==> src/rtl/iir_cascade_tdm_pkg.sv <==
// Shared definitions for the time-multiplexed biquad cascade: FSM states,
// coefficient slot order, Q2 fixed-point constants and the saturation helper.
`timescale 1ns/1ps
package iir_pkg;

   typedef enum logic [1:0] {
      IDLE = 2'd0,
      MAC  = 2'd1,
      WB   = 2'd2,
      OUT  = 2'd3
   } state_t;

   localparam int NCOEF = 5;

   localparam logic [2:0] B0 = 3'd0;
   localparam logic [2:0] B1 = 3'd1;
   localparam logic [2:0] B2 = 3'd2;
   localparam logic [2:0] A1 = 3'd3;
   localparam logic [2:0] A2 = 3'd4;

   localparam int Q_INT_BITS = 2;
   localparam int SAT_W      = 64;

   // Half an LSB of the result, so the arithmetic shift rounds to nearest.
   function automatic logic signed [SAT_W-1:0] round_const(input int cw);
      return 64'sd1 <<< (cw - Q_INT_BITS - 1);
   endfunction

   function automatic logic signed [SAT_W-1:0] saturate(input logic signed [SAT_W-1:0] v,
                                                       input int w);
      logic signed [SAT_W-1:0] hi;
      logic signed [SAT_W-1:0] lo;
      hi = (64'sd1 <<< (w - 1)) - 64'sd1;
      lo = -(64'sd1 <<< (w - 1));
      if (v > hi) begin
         return hi;
      end else if (v < lo) begin
         return lo;
      end
      return v;
   endfunction

endpackage

==> src/rtl/iir_cascade_tdm_if.sv <==
// Sample stream bundle: input handshake towards the filter and output
// handshake back from it.
`timescale 1ns/1ps
interface iir_cascade_tdm_if #(
   parameter int DW  = 24,
   parameter int CHW = 1
);
   logic signed [DW-1:0]  in_data;
   logic [CHW-1:0]        in_ch;
   logic                  in_valid;
   logic                  in_ready;
   logic signed [DW-1:0]  out_data;
   logic [CHW-1:0]        out_ch;
   logic                  out_sat;
   logic                  out_valid;
   logic                  out_ready;

   modport master (
      output in_data, in_ch, in_valid, out_ready,
      input  in_ready, out_data, out_ch, out_sat, out_valid
   );

   modport slave (
      input  in_data, in_ch, in_valid, out_ready,
      output in_ready, out_data, out_ch, out_sat, out_valid
   );
endinterface

==> src/rtl/iir_cascade_tdm_mac.sv <==
// Shared multiply-accumulate unit: one signed product per enabled cycle,
// then round-to-nearest from Q2 scaling and clamp to the sample width.
`timescale 1ns/1ps
module iir_mac
   import iir_pkg::*;
#(
   parameter int DW = 24,
   parameter int CW = 24
) (
   input  logic                 clk,
   input  logic                 rst_n,
   input  logic                 en,
   input  logic                 first,
   input  logic                 sub,
   input  logic signed [CW-1:0] coef,
   input  logic signed [DW-1:0] sample,
   output logic signed [DW-1:0] result,
   output logic                 sat
);

   localparam int PW   = DW + CW;
   localparam int ACCW = DW + CW + 4;

   logic signed [PW-1:0]    prod;
   logic signed [ACCW-1:0]  prod_ext;
   logic signed [ACCW-1:0]  base;
   logic signed [ACCW-1:0]  acc_q;
   logic signed [SAT_W-1:0] acc_wide;
   logic signed [SAT_W-1:0] rounded;
   logic signed [SAT_W-1:0] clipped;

   assign prod     = PW'(coef) * PW'(sample);
   assign prod_ext = ACCW'(prod);
   assign base     = first ? '0 : acc_q;

   // Feedback taps arrive with sub set so the stored a1/a2 keep their textbook sign.
   always_ff @(posedge clk) begin
      if (!rst_n) begin
         acc_q <= '0;
      end else if (en) begin
         acc_q <= sub ? (base - prod_ext) : (base + prod_ext);
      end
   end

   assign acc_wide = SAT_W'(acc_q);
   assign rounded  = (acc_wide + round_const(CW)) >>> (CW - Q_INT_BITS);
   assign clipped  = saturate(rounded, DW);
   assign result   = clipped[DW-1:0];
   assign sat      = (clipped != rounded);

endmodule

==> src/rtl/iir_cascade_tdm.sv <==
// Cascade of NSEC Direct Form I biquads shared over NCH channels, evaluated
// one tap per cycle on a single MAC; holds the FSM, filter state and coefficients.
`timescale 1ns/1ps
module iir_cascade_tdm
   import iir_pkg::*;
#(
   parameter  int DW   = 24,
   parameter  int CW   = 24,
   parameter  int NSEC = 4,
   parameter  int NCH  = 2,
   localparam int CHW  = (NCH > 1) ? $clog2(NCH) : 1,
   localparam int AW   = $clog2(5 * NSEC)
) (
   input  logic                 clk,
   input  logic                 rst_n,
   iir_cascade_tdm_if.slave     s,
   input  logic                 coef_we,
   input  logic [AW-1:0]        coef_addr,
   input  logic [CW-1:0]        coef_wdata,
   input  logic                 clear,
   output logic                 busy,
   output logic                 coef_err
);

   localparam int SW = (NSEC > 1) ? $clog2(NSEC) : 1;
   localparam int NC = NCOEF * NSEC;
   localparam logic [CW-1:0] COEF_ONE = {2'b01, {(CW-2){1'b0}}};

   state_t               state_q, state_d;
   logic [2:0]           k_q, k_d;
   logic [SW-1:0]        sec_q, sec_d;
   logic [CHW-1:0]       ch_q;
   logic [CHW-1:0]       in_ch_eff;
   logic signed [DW-1:0] sec_in_q;
   logic                 sat_acc_q;
   logic                 accept;
   logic                 last_sec;

   logic signed [DW-1:0] x1_q [NCH][NSEC];
   logic signed [DW-1:0] x2_q [NCH][NSEC];
   logic signed [DW-1:0] y1_q [NCH][NSEC];
   logic signed [DW-1:0] y2_q [NCH][NSEC];
   logic signed [CW-1:0] coef_q [NC];

   logic [AW-1:0]        cidx;
   logic signed [CW-1:0] mac_coef;
   logic signed [DW-1:0] mac_sample;
   logic                 mac_sub;
   logic                 mac_en;
   logic                 mac_first;
   logic signed [DW-1:0] mac_result;
   logic                 mac_sat;

   assign s.in_ready  = rst_n && (state_q == IDLE) && !clear;
   assign s.out_valid = (state_q == OUT);
   assign busy        = (state_q != IDLE);
   assign accept      = s.in_valid && s.in_ready;
   assign last_sec    = (sec_q == SW'(NSEC - 1));
   assign in_ch_eff   = (32'(s.in_ch) >= 32'(NCH)) ? CHW'(NCH - 1) : s.in_ch;

   always_ff @(posedge clk) begin
      if (!rst_n) begin
         state_q <= IDLE;
         k_q     <= '0;
         sec_q   <= '0;
      end else begin
         state_q <= state_d;
         k_q     <= k_d;
         sec_q   <= sec_d;
      end
   end

   // Each section costs five MAC cycles plus one write-back; clear overrides everything.
   always_comb begin
      state_d = state_q;
      k_d     = k_q;
      sec_d   = sec_q;
      case (state_q)
         IDLE: begin
            if (accept) begin
               state_d = MAC;
               k_d     = B0;
               sec_d   = '0;
            end
         end
         MAC: begin
            if (k_q == A2) begin
               state_d = WB;
            end else begin
               k_d = k_q + 3'd1;
            end
         end
         WB: begin
            if (last_sec) begin
               state_d = OUT;
            end else begin
               state_d = MAC;
               k_d     = B0;
               sec_d   = sec_q + SW'(1);
            end
         end
         OUT: begin
            if (s.out_ready) begin
               state_d = IDLE;
            end
         end
         default: state_d = IDLE;
      endcase
      if (clear) begin
         state_d = IDLE;
      end
   end

   assign cidx     = AW'(NCOEF * int'(sec_q) + int'(k_q));
   assign mac_coef = coef_q[cidx];
   assign mac_en   = (state_q == MAC);
   assign mac_first = (k_q == B0);

   always_comb begin
      mac_sample = sec_in_q;
      mac_sub    = 1'b0;
      case (k_q)
         B1: mac_sample = x1_q[ch_q][sec_q];
         B2: mac_sample = x2_q[ch_q][sec_q];
         A1: begin
            mac_sample = y1_q[ch_q][sec_q];
            mac_sub    = 1'b1;
         end
         A2: begin
            mac_sample = y2_q[ch_q][sec_q];
            mac_sub    = 1'b1;
         end
         default: ;
      endcase
   end

   iir_mac #(
      .DW (DW),
      .CW (CW)
   ) u_mac (
      .clk    (clk),
      .rst_n  (rst_n),
      .en     (mac_en),
      .first  (mac_first),
      .sub    (mac_sub),
      .coef   (mac_coef),
      .sample (mac_sample),
      .result (mac_result),
      .sat    (mac_sat)
   );

   // History only moves in write-back, so an abort leaves no half-updated section.
   always_ff @(posedge clk) begin
      if (!rst_n) begin
         ch_q       <= '0;
         sec_in_q   <= '0;
         sat_acc_q  <= 1'b0;
         s.out_data <= '0;
         s.out_ch   <= '0;
         s.out_sat  <= 1'b0;
         for (int c = 0; c < NCH; c++) begin
            for (int j = 0; j < NSEC; j++) begin
               x1_q[c][j] <= '0;
               x2_q[c][j] <= '0;
               y1_q[c][j] <= '0;
               y2_q[c][j] <= '0;
            end
         end
      end else if (clear) begin
         for (int c = 0; c < NCH; c++) begin
            for (int j = 0; j < NSEC; j++) begin
               x1_q[c][j] <= '0;
               x2_q[c][j] <= '0;
               y1_q[c][j] <= '0;
               y2_q[c][j] <= '0;
            end
         end
      end else begin
         if (accept) begin
            ch_q      <= in_ch_eff;
            sec_in_q  <= s.in_data;
            sat_acc_q <= 1'b0;
         end
         if (state_q == WB) begin
            x2_q[ch_q][sec_q] <= x1_q[ch_q][sec_q];
            x1_q[ch_q][sec_q] <= sec_in_q;
            y2_q[ch_q][sec_q] <= y1_q[ch_q][sec_q];
            y1_q[ch_q][sec_q] <= mac_result;
            sec_in_q          <= mac_result;
            sat_acc_q         <= sat_acc_q | mac_sat;
            if (last_sec) begin
               s.out_data <= mac_result;
               s.out_ch   <= ch_q;
               s.out_sat  <= sat_acc_q | mac_sat;
            end
         end
      end
   end

   // Writes land only while idle; anything else is dropped and remembered.
   always_ff @(posedge clk) begin
      if (!rst_n) begin
         coef_err <= 1'b0;
         for (int i = 0; i < NC; i++) begin
            coef_q[i] <= (i % NCOEF == 0) ? COEF_ONE : '0;
         end
      end else if (coef_we) begin
         if ((state_q == IDLE) && (32'(coef_addr) < 32'(NC))) begin
            coef_q[coef_addr] <= coef_wdata;
         end else begin
            coef_err <= 1'b1;
         end
      end
   end

endmodule

==> src/flat_wrapper.sv <==
// flat-port wrapper written by rule: the top's interface ports become plain ports
module iir_cascade_tdm_flat import iir_pkg::*;
#(
   parameter  int DW   = 24,
   parameter  int CW   = 24,
   parameter  int NSEC = 4,
   parameter  int NCH  = 2,
   localparam int CHW  = (NCH > 1) ? $clog2(NCH) : 1,
   localparam int AW   = $clog2(5 * NSEC)
)
  (clk, rst_n, coef_we, coef_addr, coef_wdata, clear, busy, coef_err, s_in_data, s_in_ch, s_in_valid, s_out_ready, s_in_ready, s_out_data, s_out_ch, s_out_sat, s_out_valid);
  iir_cascade_tdm_if #(.DW(DW), .CHW((1))) s_i ();
  input  logic clk;
  input  logic rst_n;
  input  logic coef_we;
  input  logic [AW-1:0] coef_addr;
  input  logic [CW-1:0] coef_wdata;
  input  logic clear;
  output logic busy;
  output logic coef_err;
  input wire logic [$bits(s_i.in_data)-1:0] s_in_data;
  input wire logic [$bits(s_i.in_ch)-1:0] s_in_ch;
  input wire logic [$bits(s_i.in_valid)-1:0] s_in_valid;
  input wire logic [$bits(s_i.out_ready)-1:0] s_out_ready;
  output wire logic [$bits(s_i.in_ready)-1:0] s_in_ready;
  output wire logic [$bits(s_i.out_data)-1:0] s_out_data;
  output wire logic [$bits(s_i.out_ch)-1:0] s_out_ch;
  output wire logic [$bits(s_i.out_sat)-1:0] s_out_sat;
  output wire logic [$bits(s_i.out_valid)-1:0] s_out_valid;
  assign s_i.in_data = s_in_data;
  assign s_i.in_ch = s_in_ch;
  assign s_i.in_valid = s_in_valid;
  assign s_i.out_ready = s_out_ready;
  assign s_in_ready = s_i.in_ready;
  assign s_out_data = s_i.out_data;
  assign s_out_ch = s_i.out_ch;
  assign s_out_sat = s_i.out_sat;
  assign s_out_valid = s_i.out_valid;
  iir_cascade_tdm #(.DW(DW), .CW(CW), .NSEC(NSEC), .NCH(NCH)) u_core (.clk(clk), .rst_n(rst_n), .s(s_i), .coef_we(coef_we), .coef_addr(coef_addr), .coef_wdata(coef_wdata), .clear(clear), .busy(busy), .coef_err(coef_err));
endmodule
==> config.mk <==
export PLATFORM = sky130hd
export DESIGN_NAME = iir_cascade_tdm_flat
export DESIGN_NICKNAME = d
export VERILOG_FILES = /design/src/rtl/iir_cascade_tdm_pkg.sv /design/src/rtl/iir_cascade_tdm_if.sv /design/src/rtl/iir_cascade_tdm_mac.sv /design/src/rtl/iir_cascade_tdm.sv /design/src/flat_wrapper.sv
export SDC_FILE = /design/constraint.sdc
export NUM_CORES = 2
export LEC_CHECK = 0
export ABC_AREA = 0
export CORE_ASPECT_RATIO = 0.75
export CORE_MARGIN = 10
export CORE_UTILIZATION = 35
export DETAILED_ROUTE_END_ITERATION = 8
export PLACE_DENSITY_LB_ADDON = 0.08
export SYNTH_ARGS = -nofsm -noshare
export SYNTH_HDL_FRONTEND = slang
export SYNTH_SLANG_ARGS = --single-unit
==> constraint.sdc <==
create_clock -name clk -period 16.85 [get_ports clk]
set_input_delay 3.37 -clock clk [delete_from_list [all_inputs] [get_ports clk]]
set_output_delay 3.37 -clock clk [all_outputs]
set_load 0.01 [all_outputs]
==> results_dict.tcl <==
set metrics [dict create \
    clock_latency_ns 0.86 \
    synth-edff-count 1536 \
    die_area_um2 302000 \
    path_common_cell "fa_1" \
    antenna_found_initial 38 \
    clock_skew_ns 0.0927 \
    min_path_type "reg -> reg" \
    maxCapViolations 0 \
    final_nets 8874 \
    dpl.hpwl_um 216000 \
    synth_cells 7743 \
    ctsHoldBuffers 0 \
    drv_slew 0 \
    reg2reg_slack_ns 1.92 \
    setup_tns_ns 0 \
    synthTopCellsByArea "edfxtp_1 47%, fa_1 12%, mux4_2 9.9%" \
    rows 168 \
    postSynthAreaPerCell_um2 12.7 \
    drive_gt1_share_pct 13.9 \
    final_hold_viol_count 0 \
    place_congestion 0.862 \
    ant_nets 0 \
    cts_root_buffer "clkbuf_16" \
    postRouteWirelength_um 327000 \
    htree_levels 4 \
    place.port_buffers 89 \
    initialDrtViolationCount 6752 \
    hold_start "u_core.u_mac.acc_q[19]" \
    total_power_uw 12000 \
    viasPerCell 5.35 \
    ys_seq_area_share_pct 49.4 \
    die_h_um 478 \
    cp-start-kind "register" \
    grt_max_degree 61 \
    endpoint_kind "register" \
    worstReg2RegStart "u_core.sec_q[0]" \
    fin_crit_ns 14.93 \
    yosys_warnings 0 \
    synth.largest_area_cell "edfxtp_1" \
    grt_pass1_vias 66000 \
    crit_buf_inv 7 \
    coreArea_um2 279000 \
    slew-limit-headroom_pct 14.9 \
    outcome "completed" \
    min_path_cells 2 \
    clk_pin_slew_ns 0.06 \
    clock-sinks 1649 \
    start_util_pct 35.1 \
    area_growth_pct 13.4 \
    cts_resized 0 \
    rsz0062_at_grt "false" \
    wl_per_cell_um 27.4 \
    final_cell_mix "1536 x edfxtp_1, 1030 x nor2_1, 686 x inv_1" \
    cts_buffers 185 \
    fp.dieW_um 631 \
    ys.flop_type "edfxtp_1" \
    peakVddDrop_uv 99.6 \
    post-route-period-util_pct 88.6 \
    max_freq_mhz 67.0 \
    ys_ff_latch 1649 \
    grt_usage_pct 21.4 \
    synthArstFlopShare_pct 0 \
    worstPathArrival_ns 15.64 \
    tightest_slew_ns 1.27 \
    critPathKind "reg -> reg" \
    yosysTopAreaCellShare_pct 47.1 \
    final_common_cell "edfxtp_1" \
    drc 0 \
    power_density_nw_per_um2 108 \
    critPathMaxFanout 47 \
    p_leak_uw 0.0434 \
    cpLargestDelayFamily "adder cells" \
    max_stage_delay_ns 0.95 \
    grt_pass1_wl_um 478000 \
    post_cts_buffers 0 \
    vias 63800 \
    holdPathEnd "u_core.u_mac.acc_q[19]" \
    design.portCount 90 \
    setup_violations 0 \
    yosysUniqueCellTypes 104 \
    netlist_area_um2 98000 \
    clockBufferDepth 3 \
    drtPass1Iterations 6 \
    timing.rr.end "u_core.u_mac.acc_q[51]" \
    tritoncts "done" \
    cp_data_required_time_ns 17.56 \
    gr-total-overflow 0 \
    critical_path.slowest_cell "nor2b_2" \
    rr_worst_depth 41 \
]
==> how the worst max path moves through the flow <==
stage	cells past startpoint	from	to	slack (ns)
2_1_floorplan	45	u_core.sec_q[1]	u_core.u_mac.acc_q[49]	3.97
3_3_place_gp	40	u_core.sec_q[0]	u_core.u_mac.acc_q[49]	1.98
3_5_place_dp	39	u_core.sec_q[0]	u_core.u_mac.acc_q[51]	2.07
4_1_cts	39	u_core.sec_q[0]	u_core.u_mac.acc_q[51]	2.07
5_1_grt	41	u_core.sec_q[0]	u_core.u_mac.acc_q[51]	1.25
6_report	41	u_core.sec_q[0]	u_core.u_mac.acc_q[51]	1.92
==> per-layer routing <==
metal | vias up | track usage, % | wire length (um)
met1 | 33800 | 33.5 | 159000
met4 | 8 | 4.06 | 6040
met3 | 356 | 3.28 | 21600
li1 | 27400 | - | -
met5 | - | 0 | 65
met2 | 2157 | 31.4 | 140000
==> where the power goes <==
group | total (uW) | switching, uW | internal (uW)
logic | 3250 | 2190 | 1070
registers | 4750 | 85.2 | 4670
clock network | 3960 | 1760 | 2190
total | 12000 | 4030 | 7930
==> per-stage QoR <==
step	instance area, um^2	hold WS [ns]	util (%)	setup WS, ns	instances
floorplan	99100	0.427	-	3.97	8030
global placement	105000	0.434	37.7	1.98	11600
detailed placement	105000	0.440	37.7	2.07	11600
CTS	111000	0.448	39.8	2.07	11900
global route	111000	0.466	39.8	1.25	11900
finish	111000	0.445	39.8	1.92	11900
==> synthesized netlist by cell type, types with 9 or more instances <==
cell type,number
a2111oi_0,23
a211oi_1,17
a21o_1,47
a21oi_1,210
a31oi_1,15
and2_1,610
and3_1,95
and4_1,12
buf_1,46
buf_2,34
clkbuf_1,439
dfxtp_1,113
edfxtp_1,1536
fa_1,610
ha_1,201
inv_1,687
mux2i_1,131
mux4_2,430
nand2_1,238
nand2b_1,97
nand3_1,50
nand4_1,26
nor2_1,1056
nor2b_1,22
nor3_1,96
o211ai_1,15
o21a_1,22
o21ai_0,110
o21bai_1,11
o22ai_1,47
o31ai_1,9
or2_2,53
or3_1,320
xnor2_1,76
xor2_1,67
==> logic make-up after synthesis <==
family / Yosys count / share of synthesized area (%)
other: 1 / 0.00383
muxes: 565 / 11.3
buffers and inverters: 1214 / 4.72
and+or+nand+nor: 2727 / 14.1
adders and majority gates: 811 / 15.0
AOI/OAI and AO/OA: 633 / 4.22
xor gates and xnor gates: 143 / 1.28
DFF: 1649 / 49.4
==> registers in the layout, indices dropped and copies added (netlist names), named ones only <==
name,flops
u_core.coef_q,768
u_core.x1_q,192
u_core.x2_q,192
u_core.y1_q,192
u_core.y2_q,192
u_core.u_mac.acc_q,52
u_core.s.out_data,24
u_core.sec_in_q,24
u_core.k_q,3
u_core.sec_q,2
u_core.state_q,2
u_core.ch_q,1
u_core.coef_err,1
u_core.s.out_ch,1
u_core.s.out_sat,1
u_core.sat_acc_q,1
==> cell type report <==
cell class | count | area, um^2
multi-input combinational | 5167 | 46900
antenna | 10 | 25.0
fill | 26400 | 168000
clock buffer | 249 | 4970
timing repair buffer | 310 | 2610
sequential | 1649 | 48400
inverter | 690 | 2590
clock inverter | 97 | 911
tap | 3740 | 4680
==> worst register-to-register path, delay by kind of cell (launching register included) <==
kind,cells,cell delay [ns]
compound gates,7,2.00
flops,1,0.70
mux,2,0.54
simple gates,14,3.85
xor+xnor,2,0.37
fa+ha+maj,9,4.71
buf+inv,7,2.62
Power figures use the tool's default switching activity.
